--- config.mk ---
export PLATFORM = sky130hd
export DESIGN_NAME = seg7_scan_driver_flat
export DESIGN_NICKNAME = d
export VERILOG_FILES = /design/src/rtl/seg7_pkg.sv /design/src/rtl/seg7_scan_driver_if.sv /design/src/rtl/seg7_decode.sv /design/src/rtl/seg7_scan_driver.sv /design/src/flat_wrapper.sv
export SDC_FILE = /design/constraint.sdc
export NUM_CORES = 1
export LEC_CHECK = 0
export BUFFER_PORTS_ARGS = -buffer_cell sky130_fd_sc_hd__buf_2
export CORE_ASPECT_RATIO = 1.4
export CORE_MARGIN = 2
export CORE_UTILIZATION = 32
export CTS_CLUSTER_SIZE = 20
export DETAILED_ROUTE_END_ITERATION = 10
export SKIP_CTS_REPAIR_TIMING = 1
export SYNTH_ARGS = -nofsm -noshare
export SYNTH_HDL_FRONTEND = slang
export SYNTH_HIERARCHICAL = 1
export SYNTH_SLANG_ARGS = --single-unit
export TNS_END_PERCENT = 20
--- constraint.sdc ---
create_clock -name clk -period 2.7 [get_ports clk]
set_clock_uncertainty 0.05 [all_clocks]
set_input_delay 0.135 -clock clk [delete_from_list [all_inputs] [get_ports clk]]
set_output_delay 0.135 -clock clk [all_outputs]
set_load 0.005 [all_outputs]
--- src/rtl/seg7_pkg.sv ---
// Shared constants for the multiplexed 7-segment driver: active-low segment patterns,
// the anode-off helper and the digit-index width function. SEG7_HEX_EN adds the A..F patterns.
package seg7_pkg;

  typedef logic [3:0] nibble_t;
  typedef logic [6:0] seg_t;

  // Segment order is {g,f,e,d,c,b,a}; a 0 lights the segment.
  localparam seg_t SEG_BLANK = 7'b1111111;
  localparam seg_t SEG_0     = 7'b1000000;
  localparam seg_t SEG_1     = 7'b1111001;
  localparam seg_t SEG_2     = 7'b0100100;
  localparam seg_t SEG_3     = 7'b0110000;
  localparam seg_t SEG_4     = 7'b0011001;
  localparam seg_t SEG_5     = 7'b0010010;
  localparam seg_t SEG_6     = 7'b0000010;
  localparam seg_t SEG_7     = 7'b1111000;
  localparam seg_t SEG_8     = 7'b0000000;
  localparam seg_t SEG_9     = 7'b0010000;

`ifdef SEG7_HEX_EN
  localparam seg_t SEG_A     = 7'b0001000;
  localparam seg_t SEG_B     = 7'b0000011;
  localparam seg_t SEG_C     = 7'b1000110;
  localparam seg_t SEG_D     = 7'b0100001;
  localparam seg_t SEG_E     = 7'b0000110;
  localparam seg_t SEG_F     = 7'b0001110;
`endif

  // Widest legal display is 8 digits; callers slice to their own width.
  localparam logic [7:0] AN_OFF = 8'hFF;

  function automatic int idx_w(input int n);
    return (n > 1) ? $clog2(n) : 1;
  endfunction

endpackage

--- src/rtl/seg7_scan_driver_if.sv ---
// Bundle between the countdown/BCD datapath (master) and the scan driver (slave),
// carrying the value/load/control inputs and the registered pin outputs.
interface seg7_scan_driver_if #(
  parameter int NUM_DIGITS = 4
);

  logic [4*NUM_DIGITS-1:0] value;
  logic                    load;
  logic [NUM_DIGITS-1:0]   dp_in;
  logic                    blank_lz;
  logic [6:0]              seg;
  logic                    dp;
  logic [NUM_DIGITS-1:0]   an;
  logic                    frame_start;

  modport master (
    output value,
    output load,
    output dp_in,
    output blank_lz,
    input  seg,
    input  dp,
    input  an,
    input  frame_start
  );

  modport slave (
    input  value,
    input  load,
    input  dp_in,
    input  blank_lz,
    output seg,
    output dp,
    output an,
    output frame_start
  );

endinterface

--- src/rtl/seg7_decode.sv ---
// Combinational nibble to active-low segment decoder.
// Codes 10..15 are blank unless SEG7_HEX_EN is defined, which maps them to A b C d E F.
module seg7_decode
  import seg7_pkg::*;
(
  input  nibble_t nib_i,
  output seg_t    seg_o
);

  always_comb begin
    seg_o = SEG_BLANK;
    case (nib_i)
      4'd0:    seg_o = SEG_0;
      4'd1:    seg_o = SEG_1;
      4'd2:    seg_o = SEG_2;
      4'd3:    seg_o = SEG_3;
      4'd4:    seg_o = SEG_4;
      4'd5:    seg_o = SEG_5;
      4'd6:    seg_o = SEG_6;
      4'd7:    seg_o = SEG_7;
      4'd8:    seg_o = SEG_8;
      4'd9:    seg_o = SEG_9;
`ifdef SEG7_HEX_EN
      4'd10:   seg_o = SEG_A;
      4'd11:   seg_o = SEG_B;
      4'd12:   seg_o = SEG_C;
      4'd13:   seg_o = SEG_D;
      4'd14:   seg_o = SEG_E;
      4'd15:   seg_o = SEG_F;
`endif
      default: seg_o = SEG_BLANK;
    endcase
  end

endmodule

--- src/rtl/seg7_scan_driver.sv ---
// Time-multiplexed N-digit 7-segment driver with frame-aligned double buffering,
// leading-zero blanking and a dark slot between digits. Hex glyphs via SEG7_HEX_EN.
module seg7_scan_driver
  import seg7_pkg::*;
#(
  parameter int NUM_DIGITS  = 4,
  parameter int REFRESH_DIV = 100000
) (
  input logic               clk,
  input logic               reset,
  seg7_scan_driver_if.slave bus
);

  localparam int IDX_W = idx_w(NUM_DIGITS);
  localparam int CNT_W = $clog2(REFRESH_DIV);
  localparam int VAL_W = 4 * NUM_DIGITS;

  localparam logic [CNT_W-1:0]      CNT_LAST   = CNT_W'(REFRESH_DIV - 1);
  localparam logic [IDX_W-1:0]      IDX_LAST   = IDX_W'(NUM_DIGITS - 1);
  localparam logic [NUM_DIGITS-1:0] AN_ALL_OFF = AN_OFF[NUM_DIGITS-1:0];

  logic [CNT_W-1:0]      cnt_q, cnt_d;
  logic [IDX_W-1:0]      idx_q, idx_d;
  logic [VAL_W-1:0]      pend_q, pend_d;
  logic [VAL_W-1:0]      disp_q, disp_d;
  seg_t                  seg_q, seg_d;
  logic                  dp_q, dp_d;
  logic [NUM_DIGITS-1:0] an_q, an_d;
  logic                  frame_start_q, frame_start_d;

  logic                  tick;
  logic                  wrap;
  nibble_t               nib [NUM_DIGITS];
  logic [NUM_DIGITS-1:0] lz_zero;
  logic [NUM_DIGITS-1:0] digit_sel;
  nibble_t               cur_nib;
  seg_t                  dec_seg;
  logic                  lz_blank;

  assign tick = (cnt_q == CNT_LAST);
  assign wrap = tick && (idx_q == IDX_LAST);

  // lz_zero[i] is set when digit i and every more significant digit are zero.
  for (genvar gi = 0; gi < NUM_DIGITS; gi++) begin : g_digit
    assign nib[gi]       = disp_q[4*gi +: 4];
    assign lz_zero[gi]   = (disp_q[VAL_W-1:4*gi] == '0);
    assign digit_sel[gi] = (idx_q == IDX_W'(gi));
  end

  assign cur_nib  = nib[idx_q];
  assign lz_blank = bus.blank_lz && (idx_q != '0) && lz_zero[idx_q];

  seg7_decode u_decode (
    .nib_i (cur_nib),
    .seg_o (dec_seg)
  );

  // Prescaler and digit index.
  always_comb begin
    cnt_d = tick ? '0 : cnt_q + 1'b1;
    idx_d = idx_q;
    if (tick) begin
      idx_d = (idx_q == IDX_LAST) ? '0 : idx_q + 1'b1;
    end
  end

  // A load landing on the wrap cycle bypasses pend so it is not lost for a frame.
  always_comb begin
    pend_d = bus.load ? bus.value : pend_q;
    disp_d = disp_q;
    if (wrap) begin
      disp_d = bus.load ? bus.value : pend_q;
    end
  end

  // Pin drive: the slot after each tick edge is dark, otherwise the current digit.
  always_comb begin
    an_d          = AN_ALL_OFF;
    seg_d         = SEG_BLANK;
    dp_d          = 1'b1;
    frame_start_d = wrap;
    if (!tick) begin
      an_d  = ~digit_sel;
      seg_d = lz_blank ? SEG_BLANK : dec_seg;
      dp_d  = ~bus.dp_in[idx_q];
    end
  end

  always_ff @(posedge clk) begin
    if (reset) begin
      cnt_q         <= '0;
      idx_q         <= '0;
      pend_q        <= '0;
      disp_q        <= '0;
      an_q          <= AN_ALL_OFF;
      seg_q         <= SEG_BLANK;
      dp_q          <= 1'b1;
      frame_start_q <= 1'b0;
    end else begin
      cnt_q         <= cnt_d;
      idx_q         <= idx_d;
      pend_q        <= pend_d;
      disp_q        <= disp_d;
      an_q          <= an_d;
      seg_q         <= seg_d;
      dp_q          <= dp_d;
      frame_start_q <= frame_start_d;
    end
  end

  assign bus.seg         = seg_q;
  assign bus.dp          = dp_q;
  assign bus.an          = an_q;
  assign bus.frame_start = frame_start_q;

endmodule
--- src/flat_wrapper.sv ---
// flat-port wrapper written by rule: the top's interface ports become plain ports
module seg7_scan_driver_flat import seg7_pkg::*;
#(
  parameter int NUM_DIGITS  = 4,
  parameter int REFRESH_DIV = 100000
)
  (clk, reset, bus_value, bus_load, bus_dp_in, bus_blank_lz, bus_seg, bus_dp, bus_an, bus_frame_start);
  seg7_scan_driver_if #(.NUM_DIGITS(NUM_DIGITS)) bus_i ();
  input logic clk;
  input logic reset;
  input wire logic [$bits(bus_i.value)-1:0] bus_value;
  input wire logic [$bits(bus_i.load)-1:0] bus_load;
  input wire logic [$bits(bus_i.dp_in)-1:0] bus_dp_in;
  input wire logic [$bits(bus_i.blank_lz)-1:0] bus_blank_lz;
  output wire logic [$bits(bus_i.seg)-1:0] bus_seg;
  output wire logic [$bits(bus_i.dp)-1:0] bus_dp;
  output wire logic [$bits(bus_i.an)-1:0] bus_an;
  output wire logic [$bits(bus_i.frame_start)-1:0] bus_frame_start;
  assign bus_i.value = bus_value;
  assign bus_i.load = bus_load;
  assign bus_i.dp_in = bus_dp_in;
  assign bus_i.blank_lz = bus_blank_lz;
  assign bus_seg = bus_i.seg;
  assign bus_dp = bus_i.dp;
  assign bus_an = bus_i.an;
  assign bus_frame_start = bus_i.frame_start;
  seg7_scan_driver #(.NUM_DIGITS(NUM_DIGITS), .REFRESH_DIV(REFRESH_DIV)) u_core (.clk(clk), .reset(reset), .bus(bus_i));
endmodule
==> results of run 1 <==
==> cell families (layout without fill, tap and decap cells) <==
family          after synthesis  in the layout  synth area share
fa+ha+maj                    10             10            0.0440
flops                        64             64             0.450
compound gates               19             19            0.0374
buf+inv                      20             61            0.0325
simple gates                113            113             0.219
xor+xnor                     15             15            0.0462
mux                          37             37             0.171
==> cell type report <==
| class | instances | share of cell area |
|---|---|---|
| clock buffer | 9 | 0.0662 |
| clock inverter | 7 | 0.0213 |
| inverter | 8 | 0.00883 |
| multi-input combinational | 194 | 0.433 |
| sequential | 64 | 0.377 |
| tap | 105 | 0.0386 |
| timing repair buffer | 37 | 0.0552 |
==> power groups by stage <==
stage	logic, mW	clock network, mW	registers [mW]
floorplan	0.0501	0	0.997
global placement	0.0822	0	0.998
detailed placement	0.0829	0	0.999
CTS	0.0834	1.16	0.978
global route	0.0916	1.21	0.980
finish	0.0812	1.14	0.978
==> Yosys cell counts, types with 3 or more instances <==
cell type / n / area share
o21ai_0: 6 / 0.011
mux4_2: 5 / 0.040
xor2_1: 3 / 0.0092
nor3_1: 3 / 0.0053
mux2_2: 7 / 0.028
inv_1: 8 / 0.011
xnor2_1: 12 / 0.037
a21o_1: 3 / 0.0079
mux2_4: 9 / 0.047
clkbuf_1: 7 / 0.0092
ha_1: 10 / 0.044
nor4_1: 9 / 0.020
nand3b_1: 8 / 0.021
dfxtp_1: 64 / 0.45
nand3_1: 6 / 0.011
nor2_1: 40 / 0.053
mux2i_1: 16 / 0.056
a21oi_1: 9 / 0.016
nor2b_1: 16 / 0.035
nand4_1: 5 / 0.011
nand2_1: 15 / 0.020
==> critical path, stage by stage, from the launching register on <==
cell and delay, ps:
dfxtp_1 410, or4b_4 510, nor3_4 340, nand3_4 320, mux2_4 380
==> layer usage <==
| metal | vias to the layer above | GRT usage |
|---|---|---|
| li1 | 1022 | - |
| met1 | 927 | 0.130 |
| met5 | - | 0 |
| met4 | 0 | 0.0753 |
| met2 | 29 | 0.217 |
| met3 | 10 | 0.0335 |
==> final timing paths <==
check / end / slack, ps / depth (start not counted)
setup / recovery: u_core/disp_q[1] / 570 / 4
hold / removal: u_core/pend_q[14] / 50 / 3
setup reg to reg: u_core/disp_q[1] / 570 / 4
hold reg to reg: u_core/cnt_q[0] / 400 / 1
==> flip-flops by register name (all words and copies together) (netlist names) <==
| register | flops |
|---|---|
| u_core/cnt_q | 17 |
| u_core/disp_q | 16 |
| u_core/pend_q | 16 |
| u_core/bus.seg | 7 |
| u_core/bus.an | 4 |
| u_core/idx_q | 2 |
| u_core/bus.dp | 1 |
| u_core/bus.frame_start | 1 |
==> metrics by stage <==
stage	power [mW]	area, µm²	cells	hold slack (ps)	worst slack, ps
finish	2.19	3400	424	46.6	568
global route	2.28	3400	424	72.7	445
CTS	2.22	3400	424	48.2	549
detailed placement	1.08	3100	408	385	571
global placement	1.08	3100	408	380	631
floorplan	1.05	2850	278	263	546
==> metrics.md, run 1 <==
| Metric | Value |
|---|---|
| Total grt overflow | `0` |
| Status | `finished clean` |
| Clock slew at reported path FFs | `60 ps` |
| Initial antenna violation count | `0` |
| Tightest Pin Transition | `908 ps` |
| Port Buffers | `36` |
| Crit. End Element | `flip-flop` |
| WL met2 | `2890 µm` |
| Vias | `1988` |
| Vias in the first global route | `2045` |
| Fin Setup TNS | `0 ps` |
| Top Metal Used | `met4` |
| Seq cells post-synth | `64` |
| Starting Density | `0.331` |
| Crit path DAT | `2300 ps` |
| Syn Inst Count | `278` |
| Crit Path Max Fanout | `17` |
| Syn_nets | `312` |
| First-pass GRT wire length | `9310 µm` |
| Ys Warns | `6` |
| Register area | `0.00128 mm²` |
| Commonest non-fill, non-tap cells in the layout | `64 x dfxtp_1, 40 x nor2_1, 36 x buf_2` |
| Library cells used by synthesis | `33` |
| NetSw | `0.475 mW` |
| Antenna diode count | `0` |
| Share of layout cells above drive strength 1 | `0.248` |
| Worst-Skew Late Latency | `330 ps` |
| Internal power | `1.72 mW` |
| Vias per cell | `4.69` |
| Final #Nets | `348` |
| EDFF count, synth | `0` |
| Met1 WL | `2240 µm` |
| Reg2reg start | `u_core/cnt_q[7]` |
| Area Growth Syn to Fin | `19.5%` |
| I/O pins | `37` |
| Hold_sp | `bus_value[14]` |
| GRT Util Overall | `0.123` |
| Worst min-delay path category | `in -> reg` |
| CTS Root Cell | `clkbuf_16` |
| Residual DRC | `0` |
| RSZ-0062 raised after global routing | `no` |
| Core area | `0.00861 mm²` |
| Asr flop ratio synth | `0` |
| Synthesized area | `0.00285 mm²` |
| Final setup violation count | `0` |
| Critical path launch point type | `flip-flop` |
| Rows | `40` |
| TritonCTS clock tree | `built` |
| Final period util | `0.790` |
| Peak clock frequency supported by timing | `469 MHz` |
| Power Density | `645 mW/mm²` |
| Switch share | `0.217` |
| Clock sink count | `64` |
| Register area share after synthesis | `0.450` |
| Kind of critical path | `reg -> reg` |
| Comb power frac | `0.037` |
| Max Slew Vio Count | `0` |
| DRT iter0 DRCs | `87` |
| Die area | `0.00967 mm²` |
| Fin util | `0.395` |
| Largest net degree at the start of global routing | `38` |
| Clk pwr share | `0.517` |
| Max_cap viols | `0` |
| Mapped Avg Cell Area | `10.2 µm²` |
| Maximum VDD drop | `0.000360 V` |
| Final HPWL DP | `3980 µm` |
| WL met3 | `184 µm` |
| RD Place Congestion | `0.848` |
| Tmin final | `2130 ps` |
| Top FF cell, synth | `dfxtp_1` |
| Max clock buf depth | `2` |
| 1st-pass router iterations | `4` |
| Sequential share of power | `0.446` |
| Final WL | `5500 µm` |
| Multi-input gate area | `0.00147 mm²` |
| Most common library cell in the layout ignoring fill and taps | `dfxtp_1` |
| Wire per inst | `13.0 µm` |
| CP startpoint | `u_core/cnt_q[7]` |
| Rel. slew slack | `0.395` |
| P_leak | `1.38 nW` |
| Final hold violations | `0` |
| Num CTS Buffers | `9` |
| H-tree depth | `3` |
| Height of the die | `116 µm` |
| Antenna viol nets, final | `0` |
| Fill cells | `880` |
| WP data required | `2860 ps` |
| Chip width | `83.7 µm` |
(Power assumes the default switching activity.)
==> run 2: changes to the inputs <==
ABC_AREA = 1   (was default)
clock period = 1.77 ns   (was 2.7 ns; I/O delays follow)
==> run 2 against run 1 <==
  * The run now ends with design-rule violations left
  * Largest power group unchanged
  * Critical path depth is 6 higher
  * Sequential cell count is the same
  * Critical endpoint is now u_core/bus.seg[5]
  * Via count rose by 35%
  * Clock power up 77%
  * Final area rose by 11%
  * Worst setup slack lost 480 ps
  * Sequential power increased by 52%
  * Non-clock buffer count is 12 higher
  * Cell count grew 38%
  * Power up 67%
==> metrics.md, run 2 <==
| Metric | Value |
|---|---|
| Ys Warns | `6` |
| Antenna diode count | `0` |
| Grt met1 use | `0.155` |
| RD Place Congestion | `0.829` |
| Fin util | `0.416` |
| WHS Endpoint | `u_core/pend_q[10]` |
| Wire per inst | `10.6 µm` |
| Kind of critical path | `reg -> reg` |
| Max clock buf depth | `2` |
| Top reg by flops | `u_core/cnt_q` |
| Worst min-delay path category | `in -> reg` |
| Reg2Reg Depth | `10` |
| Syn_nets | `460` |
| Total grt overflow | `0` |
| Vias in the first global route | `2382` |
| Seq cells post-synth | `64` |
| Final setup violation count | `0` |
| Top-area cell type share of the netlist area | `0.427` |
| Met2 Usage GRT | `0.203` |
| Tightest Pin Transition | `465 ps` |
| Vias | `2682` |
| Antenna viol nets, final | `0` |
| Top FF cell, synth | `dfxtp_1` |
| Critical path launch point type | `flip-flop` |
| Share of layout cells above drive strength 1 | `0.182` |
| Met3 GRT Util | `0.0433` |
| Register area share after synthesis | `0.427` |
| Library cells used by synthesis | `28` |
| Synthesized area | `0.00300 mm²` |
| P_leak | `1.73 nW` |
| Rows | `41` |
| Final hold violations | `0` |
| Final WL | `6200 µm` |
| Area contributors post-synth | `dfxtp_1 43%, nand2_1 12%, nor2_1 9.1%` |
| Rel. slew slack | `0.690` |
| Status | `finished, violations left` |
| CTS Root Cell | `clkbuf_16` |
| Chip width | `85.9 µm` |
| Top-count cell post-synth | `nand2_1` |
| Maximum VDD drop | `0.000679 V` |
| Num CTS Buffers | `9` |
| Peak clock frequency supported by timing | `595 MHz` |
| Crit path DAT | `1850 ps` |
| Worst-Skew Late Latency | `330 ps` |
| Final HPWL DP | `4660 µm` |
| Max Slew Vio Count | `0` |
| Vias per cell | `4.58` |
| Area Growth Syn to Fin | `25.7%` |
| Crit Path Max Fanout | `9` |
| Clock sink count | `64` |
| Clock slew at reported path FFs | `60 ps` |
| Mapped Avg Cell Area | `7.05 µm²` |
| DRT iter0 DRCs | `190` |
| Height of the die | `119 µm` |
| Hold depth | `5` |
| Reg2reg start | `u_core/idx_q[0]` |
| Final #Nets | `507` |
| I/O pins | `37` |
| Largest regs | `u_core/cnt_q: 17 flops, u_core/disp_q: 16 flops, u_core/pend_q: 16 flops` |
| Commonest non-fill, non-tap cells in the layout | `92 x nand2_1, 73 x nor2_1, 63 x dfxtp_1` |
| Most common library cell in the layout ignoring fill and taps | `nand2_1` |
| Fill cells | `923` |
| H-tree depth | `3` |
| Post-synth top cells | `93 x nand2_1, 73 x nor2_1, 64 x dfxtp_1` |
| Max FFs per register | `17` |
| Core area | `0.00908 mm²` |
| Most Used Layer, Global Route | `met2` |
| Failing checks | `design-rule violations` |
| 1st-pass router iterations | `7` |
| Die area | `0.0102 mm²` |
| Hold_sp | `bus_value[10]` |
| Register area | `0.00128 mm²` |
| EDFF count, synth | `0` |
| GRT Util Overall | `0.127` |
| RSZ-0062 raised after global routing | `yes` |
| Worst-case hold slack | `67.3 ps` |
| Port Buffers | `36` |
| Syn Inst Count | `426` |
| Area leader, netlist | `dfxtp_1` |
| Crit. End Element | `flip-flop` |
| Largest net degree at the start of global routing | `33` |
| Asr flop ratio synth | `0` |
| Starting Density | `0.331` |
| Multi-input gate area | `0.00150 mm²` |
| Power Density | `971 mW/mm²` |
| CP startpoint | `u_core/idx_q[0]` |
| First-pass GRT wire length | `10500 µm` |
| Final period util | `0.950` |
| WP data required | `1940 ps` |
| Crit Reg-Reg Endpoint | `u_core/bus.seg[5]` |
| Initial antenna violation count | `0` |
| Max_cap viols | `0` |
| Tmin final | `1680 ps` |
| Reg2Reg Setup Slack | `90 ps` |
| Residual DRC | `4` |
| TritonCTS clock tree | `built` |
## run 2: critical path, cell delays in order (launching register included)
cell	delay, ps
dfxtp_4	380
clkinvlp_4	160
o21ai_1	180
o22ai_2	90
buf_4	140
ha_1	180
inv_1	50
nand2_1	60
nand3_1	100
nand2_1	40
nand3b_1	140
## run 2: final cells by class
| cell class | count | share of cell area |
|---|---|---|
| repair buffers | 49 | 0.0802 |
| inverters | 54 | 0.0550 |
| clock buffers | 11 | 0.0643 |
| well taps | 107 | 0.0355 |
| clock inverters | 5 | 0.0275 |
| multi-input cells | 295 | 0.397 |
| flip-flops and latches | 64 | 0.341 |
## run 2: worst max-delay path by stage
stage               cells past startpoint                 to  slack (ps)
floorplan                              10  u_core/bus.seg[3]          20
global placement                        9  u_core/bus.seg[3]          90
finish                                 10  u_core/bus.seg[5]          90
CTS                                     9  u_core/bus.seg[3]          30
detailed placement                      9  u_core/bus.seg[3]          40
global route                            7  u_core/bus.seg[0]         -30
## run 2: where the power goes
part	total [mW]	leakage, nW	internal (mW)	switching [mW]
sequential	1.49	0.524	1.48	0.0102
clock	2.02	0.170	1.41	0.610
combinational	0.152	1.04	0.0613	0.0904
## run 2: metal layers
metal  vias to the layer above  part of all wire
li1                       1454                 -
met5                         -                 0
met1                      1171              0.45
met4                         0             0.020
met3                         7             0.044
met2                        50              0.48
## run 2: per-stage QoR
stage	instance area [µm²]	TNS, ps	cells	worst slack, ps	power [mW]
6_report	3770	0	585	89.0	3.67
4_1_cts	3730	0	584	30.2	3.72
3_5_place_dp	3390	0	568	37.5	1.68
5_1_grt	3770	-129	585	-31.3	3.82
2_1_floorplan	3040	0	426	17.4	1.62
3_3_place_gp	3390	0	568	90.1	1.67
## run 2: kinds of logic after synthesis
group           after synthesis  share of synthesized area
simple gates                237                      0.356
buf+inv                      67                     0.0875
flops                        64                      0.427
compound gates               44                     0.0763
fa+ha+maj                    10                     0.0417
xor+xnor                      4                     0.0117
